==> config.mk <==
export PLATFORM = sky130hd
export DESIGN_NAME = fifo_buffer_stage_flat
export DESIGN_NICKNAME = d
export VERILOG_FILES = /design/src/rtl/fifo_buffer_stage_if.sv /design/src/rtl/fifo_buffer_stage.sv /design/src/flat_wrapper.sv
export SDC_FILE = /design/constraint.sdc
export NUM_CORES = 1
export LEC_CHECK = 0
export CORE_ASPECT_RATIO = 0.5
export CORE_MARGIN = 4
export CORE_UTILIZATION = 45
export DETAILED_ROUTE_END_ITERATION = 10
export MAX_ROUTING_LAYER = met4
export PLACE_DENSITY = 0.74
export SETUP_SLACK_MARGIN = 0.15
export SLEW_MARGIN = 20
export SYNTH_ARGS = -nofsm -noshare
export SYNTH_HDL_FRONTEND = slang
export SYNTH_SLANG_ARGS = --single-unit
==> constraint.sdc <==
create_clock -name clock -period 5 [get_ports clock]
set_input_delay 1.25 -clock clock [delete_from_list [all_inputs] [get_ports clock]]
set_output_delay 1.25 -clock clock [all_outputs]
set_load 0.005 [all_outputs]
==> src/rtl/fifo_buffer_stage_if.sv <==
// Handshake bundle for fifo_buffer_stage: sbox-style write side, FWFT read side.
// The occupancy/overflow signals exist only when FIFO_COUNT_EN is defined.
interface fifo_buffer_stage_if #(
   parameter int SIZE   = 32,
   parameter int ADDR_W = 2
);
   logic [SIZE-1:0] in1_data;
   logic            in1_write;
   logic            in1_full_n;
   logic [SIZE-1:0] out1_data;
   logic            out1_empty_n;
   logic            out1_read;
`ifdef FIFO_COUNT_EN
   logic [ADDR_W:0] out1_count;
   logic            out1_ovf;
`endif

   modport master (
      output in1_data, in1_write, out1_read,
      input  in1_full_n, out1_data, out1_empty_n
`ifdef FIFO_COUNT_EN
      , input out1_count, out1_ovf
`endif
   );

   modport slave (
      input  in1_data, in1_write, out1_read,
      output in1_full_n, out1_data, out1_empty_n
`ifdef FIFO_COUNT_EN
      , output out1_count, out1_ovf
`endif
   );
endinterface

==> src/rtl/fifo_buffer_stage.sv <==
// Elastic first-word-fall-through FIFO stage behind an sbox output port.
// Define FIFO_COUNT_EN to expose occupancy and a sticky overflow flag.
module fifo_buffer_stage #(
   parameter int SIZE   = 32,
   parameter int DEPTH  = 4,
   parameter int ADDR_W = 2
) (
   input logic clock,
   input logic reset,
   fifo_buffer_stage_if.slave bus
);
   logic [SIZE-1:0]   mem [DEPTH];
   logic [ADDR_W-1:0] wr_ptr, rd_ptr;
   logic [ADDR_W:0]   count;
   logic              wr_en, rd_en;

   // Flags come straight from the registered count, never from the inputs.
   assign bus.in1_full_n   = (count != (ADDR_W+1)'(DEPTH));
   assign bus.out1_empty_n = (count != '0);
   assign bus.out1_data    = mem[rd_ptr];

   assign wr_en = bus.in1_write && bus.in1_full_n;
   assign rd_en = bus.out1_read && bus.out1_empty_n;

   always_ff @(posedge clock) begin
      if (reset) begin
         wr_ptr <= '0;
         rd_ptr <= '0;
         count  <= '0;
      end else begin
         if (wr_en) wr_ptr <= wr_ptr + 1'b1;
         if (rd_en) rd_ptr <= rd_ptr + 1'b1;
         if (wr_en && !rd_en)      count <= count + 1'b1;
         else if (rd_en && !wr_en) count <= count - 1'b1;
      end
   end

   // Storage is not cleared on reset; writes are simply suppressed during it.
   always_ff @(posedge clock) begin
      if (!reset && wr_en) mem[wr_ptr] <= bus.in1_data;
   end

`ifdef FIFO_COUNT_EN
   logic ovf;

   always_ff @(posedge clock) begin
      if (reset)                                  ovf <= 1'b0;
      else if (bus.in1_write && !bus.in1_full_n)  ovf <= 1'b1;
   end

   assign bus.out1_count = count;
   assign bus.out1_ovf   = ovf;
`endif
endmodule

==> src/flat_wrapper.sv <==
// flat-port wrapper written by rule: the top's interface ports become plain ports
module fifo_buffer_stage_flat 
#(
   parameter int SIZE   = 32,
   parameter int DEPTH  = 4,
   parameter int ADDR_W = 2
)
  (clock, reset, bus_in1_data, bus_in1_write, bus_out1_read, bus_in1_full_n, bus_out1_data, bus_out1_empty_n);
  fifo_buffer_stage_if #(.SIZE(SIZE), .ADDR_W(ADDR_W)) bus_i ();
  input logic clock;
  input logic reset;
  input wire logic [$bits(bus_i.in1_data)-1:0] bus_in1_data;
  input wire logic [$bits(bus_i.in1_write)-1:0] bus_in1_write;
  input wire logic [$bits(bus_i.out1_read)-1:0] bus_out1_read;
  output wire logic [$bits(bus_i.in1_full_n)-1:0] bus_in1_full_n;
  output wire logic [$bits(bus_i.out1_data)-1:0] bus_out1_data;
  output wire logic [$bits(bus_i.out1_empty_n)-1:0] bus_out1_empty_n;
  assign bus_i.in1_data = bus_in1_data;
  assign bus_i.in1_write = bus_in1_write;
  assign bus_i.out1_read = bus_out1_read;
  assign bus_in1_full_n = bus_i.in1_full_n;
  assign bus_out1_data = bus_i.out1_data;
  assign bus_out1_empty_n = bus_i.out1_empty_n;
  fifo_buffer_stage #(.SIZE(SIZE), .DEPTH(DEPTH), .ADDR_W(ADDR_W)) u_core (.clock(clock), .reset(reset), .bus(bus_i));
endmodule
Yosys cells after proc, flatten, opt, wreduce, memory -nomap -nowiden
Memory sizes are Yosys's and may differ from the RTL's. A register that Yosys moved wholly into a read port is not among the register bits. Index checks and enable logic that the tools add are counted.

$add $sub $neg: 4. Equality and inequality tests: 1. Multiplexer cells: 6. Reductions and logical operators: 10.

Operators by type and width (number): 2-to-1 mux 3 bit (2); logical AND 1 bit (5); adder 2 x 1 -> 2 bit (second input constant) (2); 2-to-1 mux 2 bit (2); adder 3 x 1 -> 3 bit (second input constant) (1); zero test 1 bit (3); inequality test 3 bit (second input constant) (1); nonzero test 3 bit (1); subtractor 3 x 1 -> 3 bit (second input constant) (1); 2-to-1 mux 1 bit (2); nonzero test 2 bit (1).

Bits in registers: 7. RAM bits: 128. Bits of input ports: 36. Memories: 1.

Memories: u_core.mem (depth 4, bits a word 32, rd ports 1, clocked after Yosys merged registers in 1, wr ports 1, line fifo_buffer_stage.sv:12) `logic [SIZE-1:0] mem [DEPTH];`.

Logic depth before layout (Yosys ltp)
Gate-level depths: netlist of run 1.

Depth in word-level cells: 6. Mapped depth: 9. Mapped depth without buffers: 9.

Least setup slack after synthesis of run 1
OpenSTA, ideal clock, no wires.

Path type: input port to flip-flop. Start point: in reset. End point: mem u_core.mem[0][0] (enable). Arrival: 3870 ps. Path slack: 662 ps. Stages: 2. Buffers on the path: 1. Cell sequence: clkbuf_1 nor3b_1.

Longest elaborated chain between the ends: 4.

Ends and longest elaborated chain: start: declaration (line flat_wrapper.sv:11) `input logic reset;`; zero test 1 bit (line fifo_buffer_stage.sv:40) `if (!reset && wr_en) mem[wr_ptr] <= bus.in1_data;`; logical AND 1 bit (line fifo_buffer_stage.sv:40); 2-to-1 mux 1 bit (line fifo_buffer_stage.sv:40); 2-to-1 mux 1 bit (not written as such) (line fifo_buffer_stage.sv:40); end: declaration (line fifo_buffer_stage.sv:12).

No other way between the ends.

==> results of run 1 <==
cell families (layout without fill, tap and decap cells):
logic type,count (synthesis),after routing,share of synthesized area (%)
DFF,137,137,79.1
muxes,35,35,14.9
and+or+nand+nor,17,17,2.09
buffers and inverters,12,111,1.16
adders and majority gates,6,6,1.62
AOI/OAI and AO/OA,4,4,0.516
xor gates and xnor gates,4,4,0.688
critical path: cells and delay by family, from the launching register on:
kind     cells  cell delay [ps]
buf+inv      2              860
flops        1              810
mux          1              540
through the flow:
step	instance area [um2]	util [%]	hold slack [ps]	power (uW)	setup slack (ps)
4_1_cts	6550	59.5	538	3270	1040
3_3_place_gp	6010	54.5	498	2100	1520
3_5_place_dp	6010	54.5	517	2120	1470
6_report	6550	59.5	531	3240	1120
5_1_grt	6550	59.5	572	3390	912
2_1_floorplan	5090	-	481	1800	662
layer usage:
metal  up-vias  part of all wire [%]  track usage (%)  wire length, um
li1       1070                     -                -                -
met1      1210                    41             18.1             3740
met2        52                    54             25.6             4880
met3        13                   3.8             5.62              346
met4         0                   1.6             6.50              144
met5         -                     0                -                0
layout make-up:
cell class                      count  area, um2  share of cell area, %
Tap cell                          145        181                   2.77
Inverter                            4       17.5                  0.267
Timing Repair Buffer               76        756                   11.5
Clock buffer                       18        429                   6.55
Sequential cell                   137       4030                   61.4
Clock inverter                     13        111                   1.70
Multi-Input combinational cell     66       1030                   15.8
sequential cells by signal, indices dropped and copies added, names as in the netlist, named ones only:
name / count
u_core.mem: 128
u_core.count: 3
u_core.rd_ptr: 2
u_core.wr_ptr: 2
how the worst max path moves through the flow:
stage | slack [ps] | start | to
after floorplan | 660 | reset | u_core.mem[0][0]
after global placement | 1520 | flip-flop | bus_out1_data[7]
after detailed placement | 1470 | reset | u_core.mem[1][29]
after CTS | 1040 | flip-flop | bus_out1_data[14]
after global routing | 910 | flip-flop | bus_out1_data[8]
final | 1120 | flip-flop | bus_out1_data[14]
power groups by stage:
stage	Sequential (uW)	Combinational, uW	Clock [uW]
detailed placement	1460	662	0
global route	1450	713	1220
CTS	1440	673	1160
global placement	1460	643	0
floorplan	1400	399	0
finish	1440	662	1140
layout by cell type (no fill, tap or decap), drive strengths merged:
cell type,n
nor2,7
bufinv,2
buf,7
fa,1
ha,5
xor2,4
o31ai,1
clkinvlp,1
or3,2
clkinv,10
mux4,32
a21oi,1
clkbuf,18
nand2b,2
clkdlybuf4s50,69
or3b,1
mux2i,2
nor3b,4
dfxtp,9
nand2,1
o21ai,1
inv,4
mux2,1
o311ai,1
edfxtp,128
==> impl_metrics.env, run 1 <==
export IMPL_holdPathEnd="u_core.count[2]"
export IMPL_min_from="u_core.count[2]"
export IMPL_cp_arrival_ps=2630
export IMPL_dieArea_um2=13200
export IMPL_cts_hold_buffers=0
export IMPL_syn_area_um2=5090
export IMPL_final_max_slew_viol_count=0
export IMPL_syn_area_per_cell_um2=23.7
export IMPL_drc_errors=0
export IMPL_worstMarginPinSlew_ps=831
export IMPL_dp_cells=428
export IMPL_htree_levels=4
export IMPL_grt_pass1_vias=2735
export IMPL_grt_usage_pct=15.9
export IMPL_synth_nets=257
export IMPL_reg2reg_to="u_core.count[2]"
export IMPL_instances_no_fill=459
export IMPL_ys_seq_area_share_pct=79.1
export IMPL_intPower_uw=2490
export IMPL_peakVddDrop_mv=0.272
export IMPL_ys_flop_type="edfxtp_1"
export IMPL_finClkSkew_ps=6.77
export IMPL_firstDrtPassIters=5
export IMPL_vias=2345
export IMPL_rr_worst_depth=9
export IMPL_synthTopCellsByCount="edfxtp_1, mux4_2, dfxtp_1"
export IMPL_cp_required_ps=3750
export IMPL_power_frac_comb_pct=20.4
export IMPL_yosysTopAreaCell="edfxtp_1"
export IMPL_ctsLongestPathBuffers=2
export IMPL_worstPathMaxFanout=21
export IMPL_leakage_uw=0.00213
export IMPL_finalWorstPathRequiredPeriod_ps=3880
export IMPL_async_flop_share_pct=0
export IMPL_crit_chain="buf_4 > mux4_2 > clkdlybuf4s50_1"
export IMPL_area_growth_pct=28.8
export IMPL_diodes=0
export IMPL_core_area_um2=11000
export IMPL_cts_num_sinks=137
export IMPL_start_kind="flip-flop"
export IMPL_maxClockFrequency_mhz=257
export IMPL_drive_above_1_share_pct=24.2
export IMPL_yosys_area_top_type_share_pct=75.5
export IMPL_grt_pass1_wl_um=14800
export IMPL_synth_area_top_cells="edfxtp_1, mux4_2, dfxtp_1"
export IMPL_hold_path_depth=2
export IMPL_regToRegStartpoint="u_core.count[0]"
export IMPL_hold_viol=0
export IMPL_max_cap_violations=0
export IMPL_path_class="reg -> out"
export IMPL_r2r_slack_ps=2720
export IMPL_ant_nets=0
export IMPL_die_y_um=83.2
export IMPL_cts_root_buf="clkbuf_16"
export IMPL_p_sw_uw=751
export IMPL_rows=27
export IMPL_synth_distinct_cells=23
export IMPL_fin_crit_sh_pct=77.7
export IMPL_slowest_delay_ps=810
export IMPL_clkPwrFrac_pct=35.2
export IMPL_rsz0062_at_grt="no"
export IMPL_hold_path_class="reg -> reg"
export IMPL_cp_slowest_cell="dfxtp_2"
export IMPL_hpwlAfterDp_um=5630
export IMPL_ys_warn_count=0
export IMPL_clkSlewWorstSetupHoldPaths_ps=50
export IMPL_swShare_pct=23.2
export IMPL_p_per_area_nw_per_um2=494
export IMPL_status="complete, no violations"
export IMPL_grt_max_degree=33
export IMPL_setup_viol=0
export IMPL_tns_ps=0
export IMPL_drt_iter0_drc=102
export IMPL_fill_cells=765
export IMPL_grt_overflow=0
export IMPL_via_per_inst=5.11
export IMPL_post_cts_buffers=0
export IMPL_syn_inst=215
export IMPL_synth_enable_flop_cells=128
export IMPL_tritoncts="done"
export IMPL_die_x_um=158
export IMPL_wirelength_um=9110
export IMPL_cts_made_buffers=17
export IMPL_ys_ff_latch=137
export IMPL_fin_nets=344
export IMPL_cts_resized=0
export IMPL_io_pins=70
export IMPL_clkLatencyLatePin_ps=410
export IMPL_wl_per_cell_um=19.8
export IMPL_start_util_pct=46.2
export IMPL_port_buffers=69
export IMPL_antenna_found_initial=0
export IMPL_place_congestion=0.799
export IMPL_synth_most_common_cell="edfxtp_1"
export IMPL_max_slew_margin_pct=44.6
export IMPL_seqPwrFrac_pct=44.4
export IMPL_worstSetupEndpointType="output pin"
Power figures use the tool's default switching activity.
==> run 2, diff against run 1 <==
--- a/config.mk
+++ b/config.mk
@@ -10,7 +10,7 @@
 export CORE_UTILIZATION = 45
 export DETAILED_ROUTE_END_ITERATION = 10
 export MAX_ROUTING_LAYER = met4
-export PLACE_DENSITY = 0.74
+export PLACE_DENSITY = 0.76
 export SETUP_SLACK_MARGIN = 0.15
 export SLEW_MARGIN = 20
 export SYNTH_ARGS = -nofsm -noshare
==> constraint.sdc (replaced) <==
create_clock -name clock -period 3.1 [get_ports clock]
set_input_delay 0.775 -clock clock [delete_from_list [all_inputs] [get_ports clock]]
set_output_delay 0.775 -clock clock [all_outputs]
set_load 0.005 [all_outputs]
==> impl_metrics.env, run 2 (synthesis gave the netlist of run 1 again) <==
export IMPL_setup_viol=0
export IMPL_clkSlewWorstSetupHoldPaths_ps=50
export IMPL_dieArea_um2=13200
export IMPL_finClkSkew_ps=6.22
export IMPL_cp_slowest_cell="mux4_2"
export IMPL_die_x_um=158
export IMPL_core_area_um2=11000
export IMPL_area_growth_pct=29.5
export IMPL_drive_above_1_share_pct=22.4
export IMPL_max_cap_violations=0
export IMPL_grt_max_degree=33
export IMPL_vias=2381
export IMPL_hold_viol=0
export IMPL_status="complete, no violations"
export IMPL_port_buffers=69
export IMPL_cp_num_buf_inv=2
export IMPL_tritoncts="done"
export IMPL_final_common_cell="edfxtp_1"
export IMPL_fin_crit_sh_pct=91.3
export IMPL_die_y_um=83.2
export IMPL_instances_no_fill=457
export IMPL_cp_required_ps=2320
export IMPL_peakVddDrop_mv=0.543
export IMPL_worstSetupEndpointType="output pin"
export IMPL_grt_pass1_vias=2721
export IMPL_crit_chain="buf_12 > mux4_2 > clkdlybuf4s50_1"
export IMPL_maxClockFrequency_mhz=353
export IMPL_drc_errors=0
export IMPL_cts_num_sinks=137
export IMPL_grt_usage_pct=15.2
export IMPL_cts_resized=0
export IMPL_via_per_inst=5.21
export IMPL_io_pins=70
export IMPL_largest_reg_flops=128
export IMPL_hpwlAfterDp_um=5230
export IMPL_worstPathMaxFanout=32
export IMPL_r2r_slack_ps=760
export IMPL_cp_top_family="buffers and inverters"
export IMPL_clkLatencyLatePin_ps=400
export IMPL_dp_cells=427
export IMPL_finalWorstPathRequiredPeriod_ps=2830
export IMPL_rsz0062_at_grt="no"
export IMPL_diodes=0
export IMPL_hold_path_class="reg -> reg"
export IMPL_start_util_pct=46.2
export IMPL_cts_root_buf="clkbuf_16"
export IMPL_wl_per_cell_um=19.3
export IMPL_p_per_area_nw_per_um2=791
export IMPL_grt_pass1_wl_um=14300
export IMPL_ant_nets=0
export IMPL_slowest_delay_ps=590
export IMPL_place_ws_ps=214
export IMPL_ctsLongestPathBuffers=2
export IMPL_final_cell_mix="edfxtp_1, clkdlybuf4s50_1, mux4_2"
export IMPL_start_kind="flip-flop"
export IMPL_top_regs="u_core.mem: 128 flops, u_core.count: 3 flops"
export IMPL_fin_nets=343
export IMPL_worstMarginPinSlew_ps=541
export IMPL_final_max_slew_viol_count=0
export IMPL_leakage_uw=0.00212
export IMPL_fin_ws_ps=268
export IMPL_drt_iter0_drc=119
export IMPL_cts_hold_buffers=0
export IMPL_cp_arrival_ps=2060
export IMPL_grt_overflow=0
export IMPL_post_cts_buffers=0
export IMPL_regMostFlops="u_core.mem"
export IMPL_cts_made_buffers=17
export IMPL_max_slew_margin_pct=63.8
export IMPL_antenna_found_initial=0
export IMPL_place_congestion=0.732
export IMPL_wirelength_um=8820
export IMPL_path_class="reg -> out"
export IMPL_rows=27
export IMPL_htree_levels=4
export IMPL_firstDrtPassIters=5
run 2: cell types whose count changed in the layout (fill, tap and decap cells not counted):
cell,delta
buf_4,-6
nor3b_2,+1
clkinvlp_4,-1
clkinv_2,-4
nor3b_4,-1
clkinv_1,-3
buf_12,+5
clkbuf_1,+7
run 2: worst reg2reg max path, stage by stage, from the launching register on:
cell and delay, ps:
dfxtp_1 370, o31ai_1 450, ha_1 270, inv_1 60, fa_1 380, xor2_1 160, or3_2 410, a21oi_1 150
run 2: path summary, 6_finish.rpt:
check | from | to | depth (start not counted)
setup reg to reg | u_core.count[0] | u_core.count[2] | 7
hold / removal | u_core.wr_ptr[1] | u_core.wr_ptr[1] | 2
hold reg to reg | u_core.wr_ptr[1] | u_core.wr_ptr[1] | 2
setup / recovery | flip-flop | bus_out1_data[5] | 3
run 2: cell type report:
class	count	area [um2]
Fill cell	780	4420
Clock buffer	25	455
Clock inverter	5	72.6
Sequential cell	137	4030
Tap cell	145	181
Multi-Input combinational cell	66	1030
Timing Repair Buffer	75	811
Inverter	4	17.5
run 2: routing by layer:
layer,wire (um),part of all wire [%],global-route usage [%],vias up
li1,-,-,-,1066
met2,4800,54,25.0,68
met1,3560,40,17.5,1238
met5,0,0,-,-
met4,116,1.3,6.73,0
met3,342,3.9,4.11,9
run 2: through the flow:
step	setup TNS [ps]	cell area [um2]	utilization [%]	power (uW)	hold slack, ps
after floorplan	-96510	5090	-	2900	481
after global placement	0	6060	55.0	3430	500
after detailed placement	0	6060	55.0	3470	519
after CTS	0	6590	59.8	5290	529
after global routing	0	6590	59.8	5460	567
final	0	6590	59.8	5220	519
run 2: power breakdown:
part	leakage [uW]	internal [uW]	total, uW	switching [uW]
clock	0.000254	1170	1800	634
combinational	0.000633	719	1170	451
sequential	0.00124	2170	2250	78.5
total	0.00212	4050	5220	1160
